**config.mk**
```make
export PLATFORM = sky130hd
export DESIGN_NAME = inst_encoder
export DESIGN_NICKNAME = d
export VERILOG_FILES = /design/src/rtl/inst_enc_pkg.sv /design/src/rtl/inst_pack.sv /design/src/rtl/inst_encoder.sv
export SDC_FILE = /design/constraint.sdc
export NUM_CORES = 1
export LEC_CHECK = 0
export CAP_MARGIN = 5
export CORE_ASPECT_RATIO = 0.5
export CORE_MARGIN = 1
export CORE_UTILIZATION = 30
export CTS_CLUSTER_SIZE = 25
export DETAILED_ROUTE_END_ITERATION = 6
export GPL_ROUTABILITY_DRIVEN = 0
export PLACE_DENSITY = 0.54
export SLEW_MARGIN = 20
export SYNTH_ARGS = -nofsm -noshare
export SYNTH_HDL_FRONTEND = slang
export SYNTH_SLANG_ARGS = --single-unit
export TNS_END_PERCENT = 10
```
**constraint.sdc**
```tcl
create_clock -name clk -period 4.55 [get_ports clk]
set_clock_uncertainty 0.2 [all_clocks]
set_input_delay 0.91 -clock clk [delete_from_list [all_inputs] [get_ports clk]]
set_output_delay 0.91 -clock clk [all_outputs]
set_load 0.03 [all_outputs]
```
**src/rtl/inst_enc_pkg.sv**
```systemverilog
// Shared types and constants for the instruction encoder: request formats,
// RV32I opcodes, immediate ranges and the controller states.
package inst_enc_pkg;

    typedef enum logic [2:0] {
        I_ARITH = 3'd0,
        I_SHIFT = 3'd1,
        LOAD    = 3'd2,
        STORE   = 3'd3,
        BRANCH  = 3'd4,
        LUI     = 3'd5
    } fmt_t;

    typedef enum logic [1:0] {
        IDLE   = 2'd0,
        ENCODE = 2'd1,
        WRITE  = 2'd2,
        FULL   = 2'd3
    } state_t;

    localparam logic [6:0] OP_IMM    = 7'b0010011;
    localparam logic [6:0] OP_LOAD   = 7'b0000011;
    localparam logic [6:0] OP_STORE  = 7'b0100011;
    localparam logic [6:0] OP_BRANCH = 7'b1100011;
    localparam logic [6:0] OP_LUI    = 7'b0110111;

    localparam int IMM_I_MIN = -2048;
    localparam int IMM_I_MAX = 2047;
    localparam int IMM_B_MIN = -4096;
    localparam int IMM_B_MAX = 4094;

endpackage

```
**src/rtl/inst_pack.sv**
```systemverilog
// Purely combinational packer: turns decoded fields plus a full 32-bit
// immediate into an RV32I word and reports whether the immediate fits.
module inst_pack
    import inst_enc_pkg::*;
(
    input  fmt_t        format_i,
    input  logic [2:0]  funct3_i,
    input  logic [6:0]  funct7_i,
    input  logic [4:0]  rd_i,
    input  logic [4:0]  rs1_i,
    input  logic [4:0]  rs2_i,
    input  logic [31:0] imm_i,
    output logic [31:0] word_o,
    output logic        legal_o
);

    logic immIFits;
    logic immBFits;
    logic shiftOk;

    assign immIFits = ($signed(imm_i) >= IMM_I_MIN) && ($signed(imm_i) <= IMM_I_MAX);
    assign immBFits = ($signed(imm_i) >= IMM_B_MIN) && ($signed(imm_i) <= IMM_B_MAX)
                      && (imm_i[0] == 1'b0);

    // SRAI is the only shift that may carry the 0100000 funct7 variant.
    assign shiftOk = (imm_i[31:5] == 27'd0)
                     && ((funct3_i == 3'b001) || (funct3_i == 3'b101))
                     && ((funct7_i == 7'b0000000)
                         || ((funct7_i == 7'b0100000) && (funct3_i == 3'b101)));

    always_comb begin
        word_o  = '0;
        legal_o = 1'b0;
        case (format_i)
            I_ARITH: begin
                word_o  = {imm_i[11:0], rs1_i, funct3_i, rd_i, OP_IMM};
                legal_o = immIFits;
            end
            I_SHIFT: begin
                word_o  = {funct7_i, imm_i[4:0], rs1_i, funct3_i, rd_i, OP_IMM};
                legal_o = shiftOk;
            end
            LOAD: begin
                word_o  = {imm_i[11:0], rs1_i, funct3_i, rd_i, OP_LOAD};
                legal_o = immIFits;
            end
            STORE: begin
                word_o  = {imm_i[11:5], rs2_i, rs1_i, funct3_i, imm_i[4:0], OP_STORE};
                legal_o = immIFits;
            end
            BRANCH: begin
                word_o  = {imm_i[12], imm_i[10:5], rs2_i, rs1_i, funct3_i,
                           imm_i[4:1], imm_i[11], OP_BRANCH};
                legal_o = immBFits;
            end
            LUI: begin
                word_o  = {imm_i[31:12], rd_i, OP_LUI};
                legal_o = (imm_i[11:0] == 12'd0);
            end
            default: begin
                word_o  = '0;
                legal_o = 1'b0;
            end
        endcase
    end

endmodule

```
**src/rtl/inst_encoder.sv**
```systemverilog
// Accepts decoded instruction requests, encodes them through inst_pack and
// writes legal words sequentially into instruction memory via a stallable port.
module inst_encoder
    import inst_enc_pkg::*;
#(
    parameter int unsigned       ADDR_W    = 32,
    parameter logic [ADDR_W-1:0] BASE_ADDR = '0,
    parameter int unsigned       DEPTH     = 64
) (
    input  logic                         clk,
    input  logic                         reset,
    input  logic                         Clear,
    input  logic                         InValid,
    output logic                         InReady,
    input  fmt_t                         Format,
    input  logic [2:0]                   Funct3,
    input  logic [6:0]                   Funct7,
    input  logic [4:0]                   Rd,
    input  logic [4:0]                   Rs1,
    input  logic [4:0]                   Rs2,
    input  logic [31:0]                  Imm,
    output logic                         MemWrEn,
    output logic [ADDR_W-1:0]            MemAddr,
    output logic [31:0]                  MemWrData,
    input  logic                         MemReady,
    output logic                         ErrPulse,
    output logic                         ErrSticky,
    output logic [7:0]                   ErrCount,
    output logic [$clog2(DEPTH+1)-1:0]   WordCount,
    output logic                         Full
);

    localparam int unsigned CNT_W = $clog2(DEPTH + 1);

    state_t              state_q;
    logic                inReady_q;
    logic                memWrEn_q;
    logic [ADDR_W-1:0]   memAddr_q;
    logic [31:0]         memWrData_q;
    logic                errPulse_q;
    logic                errSticky_q;
    logic [7:0]          errCount_q;
    logic [CNT_W-1:0]    wordCount_q;
    logic                full_q;

    fmt_t                format_q;
    logic [2:0]          funct3_q;
    logic [6:0]          funct7_q;
    logic [4:0]          rd_q;
    logic [4:0]          rs1_q;
    logic [4:0]          rs2_q;
    logic [31:0]         imm_q;

    logic [31:0]         packWord_d;
    logic                packLegal_d;
    logic [CNT_W-1:0]    wordCount_d;

    inst_pack u_pack (
        .format_i (format_q),
        .funct3_i (funct3_q),
        .funct7_i (funct7_q),
        .rd_i     (rd_q),
        .rs1_i    (rs1_q),
        .rs2_i    (rs2_q),
        .imm_i    (imm_q),
        .word_o   (packWord_d),
        .legal_o  (packLegal_d)
    );

    assign wordCount_d = wordCount_q + CNT_W'(1);

    // Clear behaves exactly like reset, so one branch covers both and an
    // in-flight write is simply abandoned.
    always_ff @(posedge clk) begin
        if (reset || Clear) begin
            state_q     <= IDLE;
            inReady_q   <= 1'b1;
            memWrEn_q   <= 1'b0;
            memAddr_q   <= BASE_ADDR;
            memWrData_q <= '0;
            errPulse_q  <= 1'b0;
            errSticky_q <= 1'b0;
            errCount_q  <= '0;
            wordCount_q <= '0;
            full_q      <= 1'b0;
            format_q    <= I_ARITH;
            funct3_q    <= '0;
            funct7_q    <= '0;
            rd_q        <= '0;
            rs1_q       <= '0;
            rs2_q       <= '0;
            imm_q       <= '0;
        end else begin
            errPulse_q <= 1'b0;
            case (state_q)
                IDLE: begin
                    if (InValid && inReady_q) begin
                        format_q  <= Format;
                        funct3_q  <= Funct3;
                        funct7_q  <= Funct7;
                        rd_q      <= Rd;
                        rs1_q     <= Rs1;
                        rs2_q     <= Rs2;
                        imm_q     <= Imm;
                        inReady_q <= 1'b0;
                        state_q   <= ENCODE;
                    end
                end
                ENCODE: begin
                    memWrData_q <= packWord_d;
                    if (packLegal_d) begin
                        memWrEn_q <= 1'b1;
                        state_q   <= WRITE;
                    end else begin
                        errPulse_q  <= 1'b1;
                        errSticky_q <= 1'b1;
                        if (errCount_q != 8'hFF) begin
                            errCount_q <= errCount_q + 8'd1;
                        end
                        inReady_q <= 1'b1;
                        state_q   <= IDLE;
                    end
                end
                WRITE: begin
                    if (MemReady) begin
                        memWrEn_q   <= 1'b0;
                        memAddr_q   <= memAddr_q + ADDR_W'(4);
                        wordCount_q <= wordCount_d;
                        if (wordCount_d == CNT_W'(DEPTH)) begin
                            full_q  <= 1'b1;
                            state_q <= FULL;
                        end else begin
                            inReady_q <= 1'b1;
                            state_q   <= IDLE;
                        end
                    end
                end
                FULL: begin
                end
                default: begin
                    state_q <= IDLE;
                end
            endcase
        end
    end

    assign InReady   = inReady_q;
    assign MemWrEn   = memWrEn_q;
    assign MemAddr   = memAddr_q;
    assign MemWrData = memWrData_q;
    assign ErrPulse  = errPulse_q;
    assign ErrSticky = errSticky_q;
    assign ErrCount  = errCount_q;
    assign WordCount = wordCount_q;
    assign Full      = full_q;

endmodule

```
==> results.md, run 1 <==
Placement:
- After legalization and detailed placement, the total HPWL measured 13,500 um.
- Summing all placed instances gives a cell area of 7930 um^2.
- Once placement completed, the tool counted placed cells totaling 1,156.
- Port buffering added 145 buffers.

Drt:
- After detailed routing, the number of vias per cell comes to a little under 5.
- Before antenna repair, the detailed router went through 7 iterations.
- The count of vias placed by the detailed router is slightly below 6,000.
- The routed design has roughly 18,000 um of wire.
- In this run the remaining antenna-violating nets after routing total 0.
- The initial detailed-routing violation count is 388.
- In the routed design, unresolved DRC markers number 16.
- Dividing the detail-routed wire length by the instance count gives 15.5 um.

Cells and area:
- The number of standard cells in the final layout excluding fillers is 1,188.
- The number of nets in the layout is about 980.
- The post-layout utilization of the core is a little over two fifths.
- The fraction of final layout cells with drive strength greater than 1 is 5.86%.
- The synthesis-to-finish area growth is 36.7%.
- The total inserted antenna cells is 0.
- The finished layout cell area is between 8000 and 9000 um^2.

GRT:
- The number of antenna violations at the first check in global routing came to 0.
- Entering global routing, the biggest net connects 74 pins.
- The all-layer global routing usage is around 17%.
- After global routing the overflow that remains totals 0.
- The first global-routing pass estimated 29,300 um of wire.
- The number of global-route vias before repair came to between 5,000 and 6,000.

CTS:
- The later pin in the worst-skew pair is clocked with a latency of between 0.4 and 0.5 ns.
- Clock tree synthesis found a total of 142 sinks.
- In this run the deepest clock path goes through 2 buffers.
- The number of hold buffers added after CTS was 0.
- Counting the buffers created by CTS gives 17.
- The tree is rooted in a sky130_fd_sc_hd__clkbuf_16.
- The TritonCTS clock tree is done.
- The clock transition time at the flip-flop clock pins of the worst setup and hold paths is 0.06 ns.
- The post-CTS resize count is 0.
- In this run the number of H-tree levels came out at 4.
- The number of post-CTS setup repair buffers is 0.

Critical path:
- The number of buffers and inverters on the critical path is 1.
- The critical path in this run is classified as input pin to register.
- Along the worst path, the maximum fanout reaches 11.
- Traced cell by cell, the critical path runs through clkdlybuf4s50_1 -> and2_1 -> nand4_1 -> or4_4 -> or3_1 -> a21oi_1.
- The type of element capturing the critical path is a register.
- The worst setup path is launched from an input pin.
- In this design, the stage delay of the slowest critical-path cell is 0.66 ns.
- The arrival time at the worst endpoint is 3.35 ns.
- The slowest cell on the critical path is sky130_fd_sc_hd__or4_4.
- The endpoint required time on the critical path is 4.69 ns.
- In this design, the largest share of critical-path delay is due to simple AND/OR/NAND/NOR gates.

Job:
- Across the run, the number of max-cap violations was 0.

Timing:
- For the pin with the worst max-slew slack, the measured transition is 0.849 ns.
- Setup repair after global routing left no endpoint under its margin.
- The worst pin sits at a relative slew slack of between 40 and 50%.
- The number of setup violations in the final report is 0.
- The setup TNS after final layout is 0 ns.
- Timing would allow up to 0.312 GHz.
- The final-report max-slew violation count came to 0.
- The post-route clock period utilization is 70.4%.
- The routed design could run at a clock period as short as 3.20 ns.
- The hold violation total from the final report was 0.

Die:
- The floorplan has 36 rows.
- For this configuration, the core starts out at a cell density of 31.4%.
- The die covers roughly 22,000 um^2.
- Measured along the y axis, the die boundary spans between 100 and 150 um.
- The number of top-level pins is 149.
- Measured along the x axis, the die boundary spans 206 um.
- The area of the core region is roughly 20,000 um^2.

Synthesis:
- The number of flops mapped to enable cells by yosys is 0.
- In this run, distinct cell masters in the synthesized netlist total 51.
- The most used flip-flop cell after synthesis is sky130_fd_sc_hd__dfxtp_1.
- Summing every instance area after synthesis gives about 6300 um^2.
- The total of flip-flops plus latches after synthesis is 142.
- The average footprint of a synthesized cell is ~8 um^2.
- The Yosys step of the flow raised 0 warnings.
- The post-synthesis sequential area ratio is about 45%.
- The cell count after synthesis is 786.
- The async set or reset register ratio after synthesis is 0%.

Worst hold path:
- The path class of the tightest hold or removal check is register to register.

Run status:
- The final reports fail on DRC.
- The flow ran to the end, but the final reports show violations.

Pwr:
- The standby leakage power is approximately 2.9 nW.
- The worst IR drop on VDD is 180 uV.
- The power density of the placed cells is 360 nW/um^2.
-- tightest hold or removal path, cell delays in order (launching register included) --
cell and delay [ns]:
sky130_fd_sc_hd__dfxtp_1 0.31, sky130_fd_sc_hd__nand2_1 0.05, sky130_fd_sc_hd__a21oi_1 0.05
-- cell usage in the layout (no fill, tap or decap), types with 2 or more instances in the layout --
cell type / netlist / final
sky130_fd_sc_hd__clkbuf_16: 0 / 17
sky130_fd_sc_hd__a22oi_1: 7 / 7
sky130_fd_sc_hd__bufinv_16: 0 / 4
sky130_fd_sc_hd__clkinvlp_4: 0 / 3
sky130_fd_sc_hd__o21ai_0: 15 / 15
sky130_fd_sc_hd__o221ai_1: 2 / 2
sky130_fd_sc_hd__mux2i_1: 13 / 13
sky130_fd_sc_hd__o21a_1: 3 / 3
sky130_fd_sc_hd__and2_1: 4 / 4
sky130_fd_sc_hd__xnor2_1: 17 / 17
sky130_fd_sc_hd__a31oi_1: 4 / 4
sky130_fd_sc_hd__nand2b_1: 2 / 2
sky130_fd_sc_hd__clkinv_4: 0 / 2
sky130_fd_sc_hd__nand2_1: 158 / 158
sky130_fd_sc_hd__a211o_1: 3 / 3
sky130_fd_sc_hd__nand3_1: 13 / 12
sky130_fd_sc_hd__nor4b_1: 3 / 3
sky130_fd_sc_hd__nor2_1: 94 / 94
sky130_fd_sc_hd__inv_6: 0 / 2
sky130_fd_sc_hd__nor4_1: 11 / 11
sky130_fd_sc_hd__conb_1: 1 / 3
sky130_fd_sc_hd__nor2b_1: 3 / 3
sky130_fd_sc_hd__inv_1: 11 / 11
sky130_fd_sc_hd__xor2_1: 18 / 18
sky130_fd_sc_hd__clkinv_2: 0 / 2
sky130_fd_sc_hd__buf_4: 5 / 8
sky130_fd_sc_hd__a211oi_1: 24 / 24
sky130_fd_sc_hd__ha_1: 7 / 6
sky130_fd_sc_hd__a21oi_1: 92 / 92
sky130_fd_sc_hd__o22ai_1: 3 / 3
sky130_fd_sc_hd__inv_2: 2 / 2
sky130_fd_sc_hd__clkdlybuf4s50_1: 0 / 145
sky130_fd_sc_hd__and3_1: 6 / 5
sky130_fd_sc_hd__and4_1: 4 / 4
sky130_fd_sc_hd__nor3_1: 16 / 16
sky130_fd_sc_hd__or3_1: 7 / 7
sky130_fd_sc_hd__o211ai_1: 2 / 2
sky130_fd_sc_hd__a221oi_1: 14 / 14
sky130_fd_sc_hd__nand4_1: 17 / 17
sky130_fd_sc_hd__dfxtp_1: 142 / 142
-- Yosys cell counts, drive strengths merged (6+ instances only) --
library cell | count | area share, %
a211oi | 24 | 2.9
a21oi | 93 | 7.5
a221oi | 14 | 2.0
a22oi | 7 | 0.84
and3 | 6 | 0.60
buf | 10 | 0.92
clkbuf | 42 | 2.5
dfxtp | 142 | 45
ha | 7 | 1.4
inv | 13 | 0.78
mux2i | 13 | 2.1
nand2 | 158 | 9.5
nand3 | 13 | 1.0
nand4 | 17 | 1.7
nor2 | 95 | 5.7
nor3 | 16 | 1.3
nor4 | 12 | 1.3
o21ai | 15 | 1.2
or3 | 7 | 0.70
xnor2 | 17 | 2.4
xor2 | 18 | 2.5
-- per-stage QoR --
step / setup WS [ns] / power, mW / hold slack [ns]
after global placement: 0.925 / 1.63 / 0.245
after CTS: 1.36 / 3.12 / 0.259
final: 1.35 / 3.09 / 0.258
after global routing: 1.17 / 3.21 / 0.279
after floorplan: 1.91 / 1.49 / 0.236
after detailed placement: 0.918 / 1.63 / 0.250
-- registers in the layout, indices dropped and copies added, names as in the netlist --
| register | cells |
|---|---|
| format_q | 3 |
| imm_q | 32 |
| ErrSticky | 1 |
| rs2_q | 5 |
| funct7_q | 7 |
| MemAddr | 30 |
| rs1_q | 5 |
| WordCount | 7 |
| rd_q | 5 |
| state_q | 2 |
| InReady | 1 |
| MemWrEn | 1 |
| ErrPulse | 1 |
| Full | 1 |
| MemWrData | 30 |
| ErrCount | 8 |
| funct3_q | 3 |
-- kinds of logic after synthesis --
group	Yosys count	share of synthesized area [%]
compound gates	176	17.2
xor+xnor	35	4.89
fa+ha+maj	7	1.40
buf+inv	65	4.21
flops	142	45.4
mux	14	2.26
other cells	1	0.0598
simple gates	346	24.6
-- cell type report --
| type | instances | area, um^2 |
|---|---|---|
| clock buffer | 19 | 443 |
| multi-input combinational | 581 | 3180 |
| clock inverter | 13 | 188 |
| sequential | 142 | 2840 |
| tap | 266 | 333 |
| fill | 2012 | 11400 |
| inverter | 13 | 48.8 |
| timing repair buffer | 154 | 1530 |
-- power breakdown --
group          internal (mW)  leakage [nW]  switching, mW
Sequential              1.27          1.15         0.0302
Clock                  0.935         0.300          0.555
Combinational          0.123          1.43          0.171
Total                   2.33          2.88          0.757
-- layer usage --
| metal | part of all wire (%) | up-vias | GRT usage [%] |
|---|---|---|---|
| met3 | 5.2 | 24 | 4.35 |
| met1 | 49 | 2739 | 24.1 |
| met2 | 44 | 142 | 26.5 |
| met5 | 0 | - | 0 |
| met4 | 1.6 | 0 | 4.99 |
| li1 | - | 2975 | - |
-- final timing paths --
path                             from                        to  slack, ns  cells after the start
max                          MemReady  MemAddr[29]$_SDFFE_PP0P_       1.35                      6
min              rd_q[1]$_SDFFE_PP0P_      rd_q[1]$_SDFFE_PP0P_       0.26                      2
max reg2reg  format_q[2]$_SDFFE_PP0P_  ErrCount[6]$_SDFFE_PP0P_       1.65                      8
min reg2reg      rd_q[1]$_SDFFE_PP0P_      rd_q[1]$_SDFFE_PP0P_       0.26                      2
(Power assumes the default switching activity.)
==> inputs of run 2 (changes only) <==
==> constraint.sdc (replaced) <==
create_clock -name clk -period 3 [get_ports clk]
set_clock_uncertainty 0.2 [all_clocks]
set_input_delay 0.6 -clock clk [delete_from_list [all_inputs] [get_ports clk]]
set_output_delay 0.6 -clock clk [all_outputs]
set_load 0.03 [all_outputs]
==> run 2 against run 1 <==
  * The flow still finishes with violations (DRC)
  * Non-clock buffer count grew 13
  * Total power is 57% higher
  * Global-route usage is 0.61 points higher
  * Sequential power is 52% higher
  * Sequential cell count unchanged
  * Largest cell class unchanged
==> results.md, run 2 (synthesis results as in run 1) <==
Critical path:
- The worst setup path is captured at a register.
- The delay of the slowest critical-path stage is 0.55 ns.
- The slack of the worst reg-to-reg path is 0.48 ns.
- In this run the critical register-to-register path is captured at ErrCount[6]$_SDFFE_PP0P_.
- The launching point of the worst reg2reg path is format_q[1]$_SDFFE_PP0P_.
- Traced cell by cell, the critical path runs through nand2b_1 -> nor4b_1 -> o211ai_1 -> o31ai_1 -> nor3_1 -> a41oi_1 -> a211oi_1.
- The worst setup path is launched from a register.
- STA puts the critical path data required time at 3.14 ns.
- The number of cells on the worst reg-to-reg path is 7.
- The start point of the critical path is format_q[1]$_SDFFE_PP0P_.
- The peak fanout along the critical path is 9.
- For this design, the slowest cell found on the critical path is sky130_fd_sc_hd__nor3_1.
- At the worst endpoint, the arrival time is 2.65 ns.
- Following the worst setup path forward leads to its endpoint at ErrCount[6]$_SDFFE_PP0P_.
- The type of the setup path with the least slack is register to register.

CTS:
- TritonCTS built the clock tree.
- Clock-pin slew was measured on the worst setup and hold paths at 0.07 ns.
- The H-tree generated during clock tree synthesis spans 4 levels.
- The number of hold-repair buffers added at the cts stage is 0.
- The root buffer cell chosen for the clock tree is sky130_fd_sc_hd__clkbuf_16.
- TritonCTS created 17 clock buffers.
- Gates resized during post-CTS repair numbered 0.
- The worst-skew pair later-pin latency is ~0.43 ns.
- The sink count of the clock tree is roughly 140.
- The maximum buffer depth of the clock tree is 2.
- The number of post-CTS setup repair buffers is 0.

Timing:
- Setup repair after global routing left no endpoint under its margin.
- The setup TNS after final layout is 0 ns.
- The transition at the pin with the smallest max-transition slack is 0.679 ns.
- The final-report max-slew violation count is 0.
- The post-route clock period utilization is between 80 and 90%.
- The hold violation total from the final report is 0.
- The achievable frequency is 0.398 GHz.
- Measured against its own limit, the worst slew margin works out to 54.4%.
- The clock period minus worst slack is 2.52 ns.
- Setup violations remaining at the end of the flow were counted as 0.

Pwr:
- The standby leakage power is 2.97 nW.
- For this design the ratio of total power to cell area is about 550 nW/um^2.
- The power after layout is a little under 5 mW.
- Across the VDD grid, the largest voltage drop is 334 uV.

GRT:
- The number of antenna violations at the first check in global routing is 0.
- For this run, global-route usage on met3 was measured as under 10%.
- For met1 alone, demand over resource in global routing was roughly a quarter.
- The number of global-route vias before repair came to between 5,000 and 6,000.
- The total overflow left after global routing is 0.
- The all-layer global routing usage is 18.0%.
- The first-pass GRT wire length is 30,300 um.
- The global routing met2 resource utilization is 27.1%.
- Entering global routing, the biggest net connects 61 pins.
- The global routing stage identified its most utilized layer as met2.

Die:
- The die is roughly 100 um tall.
- Once the floorplan was initialized, standard cells occupied 31.4% of the core.
- The die extent in x is 206 um.
- After floorplanning, the core was sized to cover 20,000 um^2.
- The die covers 21,500 um^2.
- The floorplan has 36 rows.
- The number of top-level pins is roughly 150.

Drt:
- The number of routed nets with antenna violations is 0.
- The count of vias placed by the detailed router is 5,975.
- The routed design has around 19,000 um of wire.
- The detailed-router iteration count before antenna repair is 7.
- The via-per-instance ratio is ~5.0.
- The initial detailed-routing violation count is 359.
- The number of remaining DRC errors is 14.
- The detailed-route wire length per cell is ~16 um.

Cells and area:
- The top register by number of flip-flops is imm_q.
- After filler insertion, the fill cell instance count of the layout stands at 1,994.
- In the layout the commonest cells are sky130_fd_sc_hd__nand2_1 (158), sky130_fd_sc_hd__clkdlybuf4s50_1 (145), sky130_fd_sc_hd__dfxtp_1 (142), sky130_fd_sc_hd__nor2_1 (94), sky130_fd_sc_hd__a21oi_1 (92).
- The total inserted antenna cells is 0.
- The library cell used most frequently in the layout, excluding fill and tap cells, is sky130_fd_sc_hd__nand2_1.
- The multi-input combinational cells in the finished layout cover a total of 3180 um^2.
- The synthesis-to-finish area growth is 39.2%.
- The number of flip-flops under the largest register name is 32.
- For this run, the post-layout net count is between 900 and 1,000.
- Cells with a size suffix above 1 make up 7.17% of the layout.
- The sequential cells in the finished layout cover a total of 2840 um^2.

Run status:
- The checks that failed: DRC.
- The run finished, with violations left.

Worst hold path:
- The worst min-delay path class is register to register.

Placement:
- The number of port buffers is 145.
- The wire-length estimate of the detail-placed layout is 13,900 um.

Job:
- The max-capacitance violation count is 0.
## run 2: metrics by stage
step / hold WS (ns) / area [um^2] / cells / setup WS [ns] / utilization (%)
after floorplan: 0.236 / 6270 / 788 / 0.525 / -
after global placement: 0.246 / 8060 / 1169 / 0.200 / 40.4
after detailed placement: 0.254 / 8060 / 1169 / 0.159 / 40.4
after CTS: 0.262 / 8720 / 1201 / 0.486 / 43.7
after global routing: 0.273 / 8720 / 1201 / 0.246 / 43.7
final: 0.264 / 8720 / 1201 / 0.485 / 43.7
## run 2: how the worst min path moves through the flow
stage / startpoint / endpoint / slack [ns] / cells after the start
2_1_floorplan: rd_q[0]$_SDFFE_PP0P_ / rd_q[0]$_SDFFE_PP0P_ / 0.24 / 2
3_3_place_gp: rd_q[1]$_SDFFE_PP0P_ / rd_q[1]$_SDFFE_PP0P_ / 0.25 / 2
3_5_place_dp: rd_q[3]$_SDFFE_PP0P_ / rd_q[3]$_SDFFE_PP0P_ / 0.25 / 2
4_1_cts: rd_q[3]$_SDFFE_PP0P_ / rd_q[3]$_SDFFE_PP0P_ / 0.26 / 2
5_1_grt: rd_q[3]$_SDFFE_PP0P_ / rd_q[3]$_SDFFE_PP0P_ / 0.27 / 2
6_report: rd_q[1]$_SDFFE_PP0P_ / rd_q[1]$_SDFFE_PP0P_ / 0.26 / 2
## run 2: per-layer routing
metal  part of all wire (%)  routed length (um)
met1                     49                9340
met2                     45                8500
met3                    5.0                 949
met4                   0.96                 182
met5                      0                   0
## run 2: worst max-delay path: cells and delay by family (launching register included)
kind               cells  cell delay, ns
DFF                    1            0.50
and+or+nand+nor        3            0.91
AOI/OAI and AO/OA      4            0.80
## run 2: final cells by class
cell class | count | share of cell area [%]
multi-input combinational | 581 | 36.4
inverter | 13 | 0.560
sequential | 142 | 32.6
tap | 266 | 3.82
clock buffer | 20 | 5.24
clock inverter | 12 | 2.38
timing repair buffer | 167 | 19.0
## run 2: report_power, final
group / leakage [nW] / total (mW) / internal (mW) / switching [mW]
sequential: 1.15 / 1.97 / 1.93 / 0.0460
combinational: 1.51 / 0.466 / 0.201 / 0.265
clock: 0.313 / 2.40 / 1.53 / 0.870
==> RTL change 1 (settings of run 2) <==
The parameter `DEPTH` goes from 64 to 128.
--- a/src/rtl/inst_encoder.sv
+++ b/src/rtl/inst_encoder.sv
@@ -7,3 +7,3 @@
     parameter logic [ADDR_W-1:0] BASE_ADDR = '0,
-    parameter int unsigned       DEPTH     = 64
+    parameter int unsigned       DEPTH     = 128
 ) (
Ports: changed (resized WordCount); port bits go from 149 to 150. No check against the original RTL was run, so the function may have changed too.
==> RTL change 1 against run 2 <==
  * Worst setup slack better by 0.012 ns
  * Sequential cell count increased by 1
  * Largest cell class unchanged
  * Cell area rose by 1.5%
  * Critical endpoint is now MemAddr[31]
  * Core utilization shrank 1.0 points
  * Power fell by 3.4%
  * Routed wire length is 3.8% lower
  * Fmax rose by 0.46%
  * Area after synthesis increased by 2.4%
  * Combinational power down 1%
  * Global-route usage down 1.1 points
==> RTL change 1: results (changes against run 2) <==
| Metric | Value |
|---|---|
| Hold_ws | `0.261 ns (-0.00254 ns)` |
| Peak VDD IR | `0.326 mV (-2.4%)` |
| Clk_lat worst skew | `0.41 ns (-0.02 ns)` |
| Commonest cells in the netlist | `nand2_1, dfxtp_1, a21oi_1` |
| Nets | `1019 (+2.5%)` |
| Worst path top cell family by delay | `simple AND/OR/NAND/NOR gates` |
| HP Start | `rd_q[3]` |
| DR WL met2 | `8.71 mm (+2.5%)` |
| Vias per cell | `4.81 (-3.3%)` |
| Clock Path Buffers | `2 (unchanged)` |
| Predominant post-synthesis flop cell | `dfxtp_1` |
| Clock buffer count from CTS | `17 (unchanged)` |
| Mux share of post-synthesis cell area | `0.0218 (-0.000727)` |
| Count of cell types in the netlist | `56 (+9.8%)` |
| Status | `finished, final reports clean` |
| Synth area leaders | `dfxtp_1, nand2_1, a21oi_1` |
| # resized after CTS | `0 (unchanged)` |
| Initial antenna violation count | `0 (unchanged)` |
| Clk slew on worst S/H paths | `0.06 ns` |
| Worst-case reg-to-reg path depth | `8 (+1)` |
| Worst hold path type | `flip-flop to flip-flop` |
| Fraction of layout cells with a size suffix above 1 | `0.0729 (+0.00126)` |
| Max layer used | `met4` |
| Met1 wire length | `8.91 mm (-4.5%)` |
| Synth Area in Compound Gates | `0.179 (+0.00685)` |
| Reg-to-reg endpoint | `ErrCount[4]` |
| Seq/Total Area, Yosys | `0.446 (-0.00758)` |
| Worst hold path cell count | `2 (unchanged)` |
| Static Leak | `3.05 nW (+2.6%)` |
| Setup crit start | `MemReady` |
| Reg2Reg Setup Slack | `0.53 ns (+0.05 ns)` |
| R2R Path Start | `format_q[0]` |
| Layout fillers | `2106 (+5.6%)` |
| Largest register FFs | `32 (unchanged)` |
| Slowest stage cell, crit path | `clkdlybuf4s50_1` |
| Port bufs | `146 (+0.69%)` |
| Vias in the first global route | `5785 (+2.7%)` |
| Initial DRC Count | `328 (-8.6%)` |
| Crit path DAT | `2.64 ns (about the same)` |
| Async set-reset flop share out of synthesis | `0 (unchanged)` |
| Worst Hold Path EP | `rd_q[3]` |
| Met3 WL | `565 um (-40%)` |
| Crit Path Max Fanout | `9 (unchanged)` |
| Total Routing Usage GR | `0.169 (-0.0111)` |
| Adder-cell share of the synthesized area | `0.0136 (-0.000330)` |
| DRT Wirelength | `18.3 mm (-3.8%)` |
| DRT Pass-1 Iters | `5 (-2)` |
| Slowest cell delay on critical path | `0.50 ns (-0.05 ns)` |
| Largest reg by FF count | `imm_q` |
| Clock Tree Root | `clkbuf_16` |
| End point of the critical path | `MemAddr[31]` |
| H-tree depth | `4 (unchanged)` |
| Ant. Diodes | `0 (unchanged)` |
| Ys Warns | `0 (unchanged)` |
| Post-synthesis xor/xnor area fraction | `0.0423 (-0.00661)` |
| Largest net degree at the start of global routing | `61 (unchanged)` |
| First-pass GRT wire length | `30.0 mm (-1.1%)` |
| Max-Slew Margin vs Limit | `0.573 (+0.0295)` |
| Post-detail-place hpwl | `13.2 mm (-5.0%)` |
| Post-CTS Setup Inserts | `0 (unchanged)` |
## RTL change 1: metrics by stage
step	instance area [um^2]	std cells	utilization	worst slack, ns	power (W)
2_1_floorplan	6420	814	-	0.690	0.00227
3_3_place_gp	8230	1201	0.397	0.128	0.00248
3_5_place_dp	8230	1201	0.397	0.0706	0.00248
4_1_cts	8850	1233	0.427	0.496	0.00473
5_1_grt	8850	1233	0.427	0.307	0.00487
6_report	8850	1233	0.427	0.496	0.00468
## RTL change 1: metal layers
metal,GRT usage,up-vias
met4,0.0368,0
met3,0.0313,4
met5,0,-
met2,0.281,100
li1,-,3083
met1,0.228,2746
## RTL change 1: layout make-up
cell class,count,share of cell area
Clock buffer,18,0.0485
Sequential cell,143,0.323
Tap cell,273,0.0386
Timing Repair Buffer,168,0.189
Clock inverter,14,0.0216
Multi-Input combinational cell,604,0.373
Inverter,13,0.00551
## RTL change 1: where the power goes
part           internal, W  switching, W
clock network      0.00139      0.000845
registers          0.00194     0.0000386
logic             0.000199      0.000261
==> RTL change 2 (settings of run 2) <==
Without the edit above. Encoding of `state_t`: now one-hot (4 bits for 4 states).
--- a/src/rtl/inst_enc_pkg.sv
+++ b/src/rtl/inst_enc_pkg.sv
@@ -13,7 +13,7 @@
 
-    typedef enum logic [1:0] {
-        IDLE   = 2'd0,
-        ENCODE = 2'd1,
-        WRITE  = 2'd2,
-        FULL   = 2'd3
+    typedef enum logic [3:0] {
+        IDLE   = 4'b0001,
+        ENCODE = 4'b0010,
+        WRITE  = 4'b0100,
+        FULL   = 4'b1000
     } state_t;
Formal check against the unedited RTL: no difference found for any inputs over 10 cycles, from zero or initial values; not proved beyond that.
==> RTL change 2 against run 2 <==
  * Final cell count up 1.4%
  * Fmax up 0.32%
  * Power is 4.1% lower
  * Core utilization fell by 1.3 points
  * Routed wire length increased by 1.2%
  * Worst setup slack better by 0.0080 ns
  * First-iteration DRC count is 12% higher
  * Synthesized cell count rose by 2.5%
  * Sequential cell count grew 2
  * Area after synthesis grew 2.9%
  * Cell area up 0.96%
  * Critical endpoint is now ErrCount[4]
==> RTL change 2: results (changes against run 2) <==
| Metric | Value |
|---|---|
| Status | `finished, final reports clean` |
| DR WL met2 | `8.86 mm (+4.3%)` |
| HP Start | `MemWrData[6]` |
| Met1 wire length | `9.47 mm (+1.4%)` |
| Count of cell types in the netlist | `57 (+12%)` |
| R2R Path Start | `format_q[0]` |
| Vias in the first global route | `5755 (+2.1%)` |
| Slowest cell delay on critical path | `0.64 ns (+0.09 ns)` |
| Clock Tree Root | `clkbuf_16` |
| Seq/Total Area, Yosys | `0.447 (-0.00656)` |
| # resized after CTS | `0 (unchanged)` |
| Max-Slew Margin vs Limit | `0.565 (+0.0215)` |
| P_clk | `0.00229 W (-5%)` |
| Peak VDD IR | `0.292 mV (-12%)` |
| Hold_ws | `0.253 ns (-0.0107 ns)` |
| DRT Pass-1 Iters | `4 (-3)` |
| Ys Warns | `0 (unchanged)` |
| Total Routing Usage GR | `0.177 (-0.00306)` |
| End point of the critical path | `ErrCount[4]` |
| First-pass GRT wire length | `30.9 mm (+1.8%)` |
| Worst hold path cell count | `2 (unchanged)` |
| Final worst slack | `0.493 ns (+0.00804 ns)` |
| Initial DRC Count | `403 (+12%)` |
| Commonest cells in the netlist | `nand2_1, dfxtp_1, a21oi_1` |
| Post-CTS Setup Inserts | `0 (unchanged)` |
| Static Leak | `3.05 nW (+2.5%)` |
| Slowest stage cell, crit path | `dfxtp_1` |
| Synth area leaders | `dfxtp_1, nand2_1, a21oi_1` |
| Worst-case reg-to-reg path depth | `6 (-1)` |
| Predominant post-synthesis flop cell | `dfxtp_1` |
| Met3 WL | `651 um (-31%)` |
| Req. time, crit path | `3.16 ns (+0.02 ns)` |
| Vias per cell | `4.95 (-0.47%)` |
| Fraction of layout cells with a size suffix above 1 | `0.0698 (-0.00182)` |
| Largest reg by FF count | `imm_q` |
| Post-Place Cell Area | `8180 um^2 (+1.5%)` |
| Largest net degree at the start of global routing | `61 (unchanged)` |
| Syn Area/Cell | `8.00 um^2 (+0.34%)` |
| Ant. Diodes | `0 (unchanged)` |
| Placement Setup Slack | `0.264 ns (+0.105 ns)` |
| Combinational cell power | `0.000366 W (-21%)` |
| Crit Path Max Fanout | `16 (+7)` |
| Clock Path Buffers | `2 (unchanged)` |
| P_int | `0.00352 W (-3.6%)` |
| Worst Hold Path EP | `MemWrData[6]` |
| Post-detail-place hpwl | `13.8 mm (-1.2%)` |
| Nets | `1001 (+0.70%)` |
| Final Non-Filler Cells | `1218 (+1.4%)` |
| Routed length per instance | `15.8 um (-0.17%)` |
| H-tree depth | `4 (unchanged)` |
| Gate power share | `0.079 (-0.017)` |
==> RTL change 2: routing by layer <==
metal | GRT usage | vias to the layer above
li1 | - | 3034
met1 | 0.241 | 2860
met2 | 0.281 | 119
met3 | 0.0337 | 18
met4 | 0.0572 | 0
met5 | 0 | -
==> RTL change 2: cell type report <==
cell class                      count  area (um^2)
Tap cell                          273          342
Sequential cell                   144         2880
Inverter                            9         33.8
Clock inverter                     12          181
Fill cell                        2077        12000
Timing Repair Buffer              164         1630
Clock buffer                       20          447
Multi-Input combinational cell    596         3290
==> RTL change 2: kinds of logic (layout without fill, tap and decap cells) <==
family,after synthesis,in the layout,share of synthesized area
adder cells (fa/ha/maj),4,4,0.00776
other,1,3,0.000582
buffers and inverters,68,205,0.0456
AND/OR/NAND/NOR,365,365,0.264
multiplexers,11,11,0.0173
flip-flops,144,144,0.447
AO/OA/AOI/OAI,175,175,0.166
XOR/XNOR,38,38,0.0516
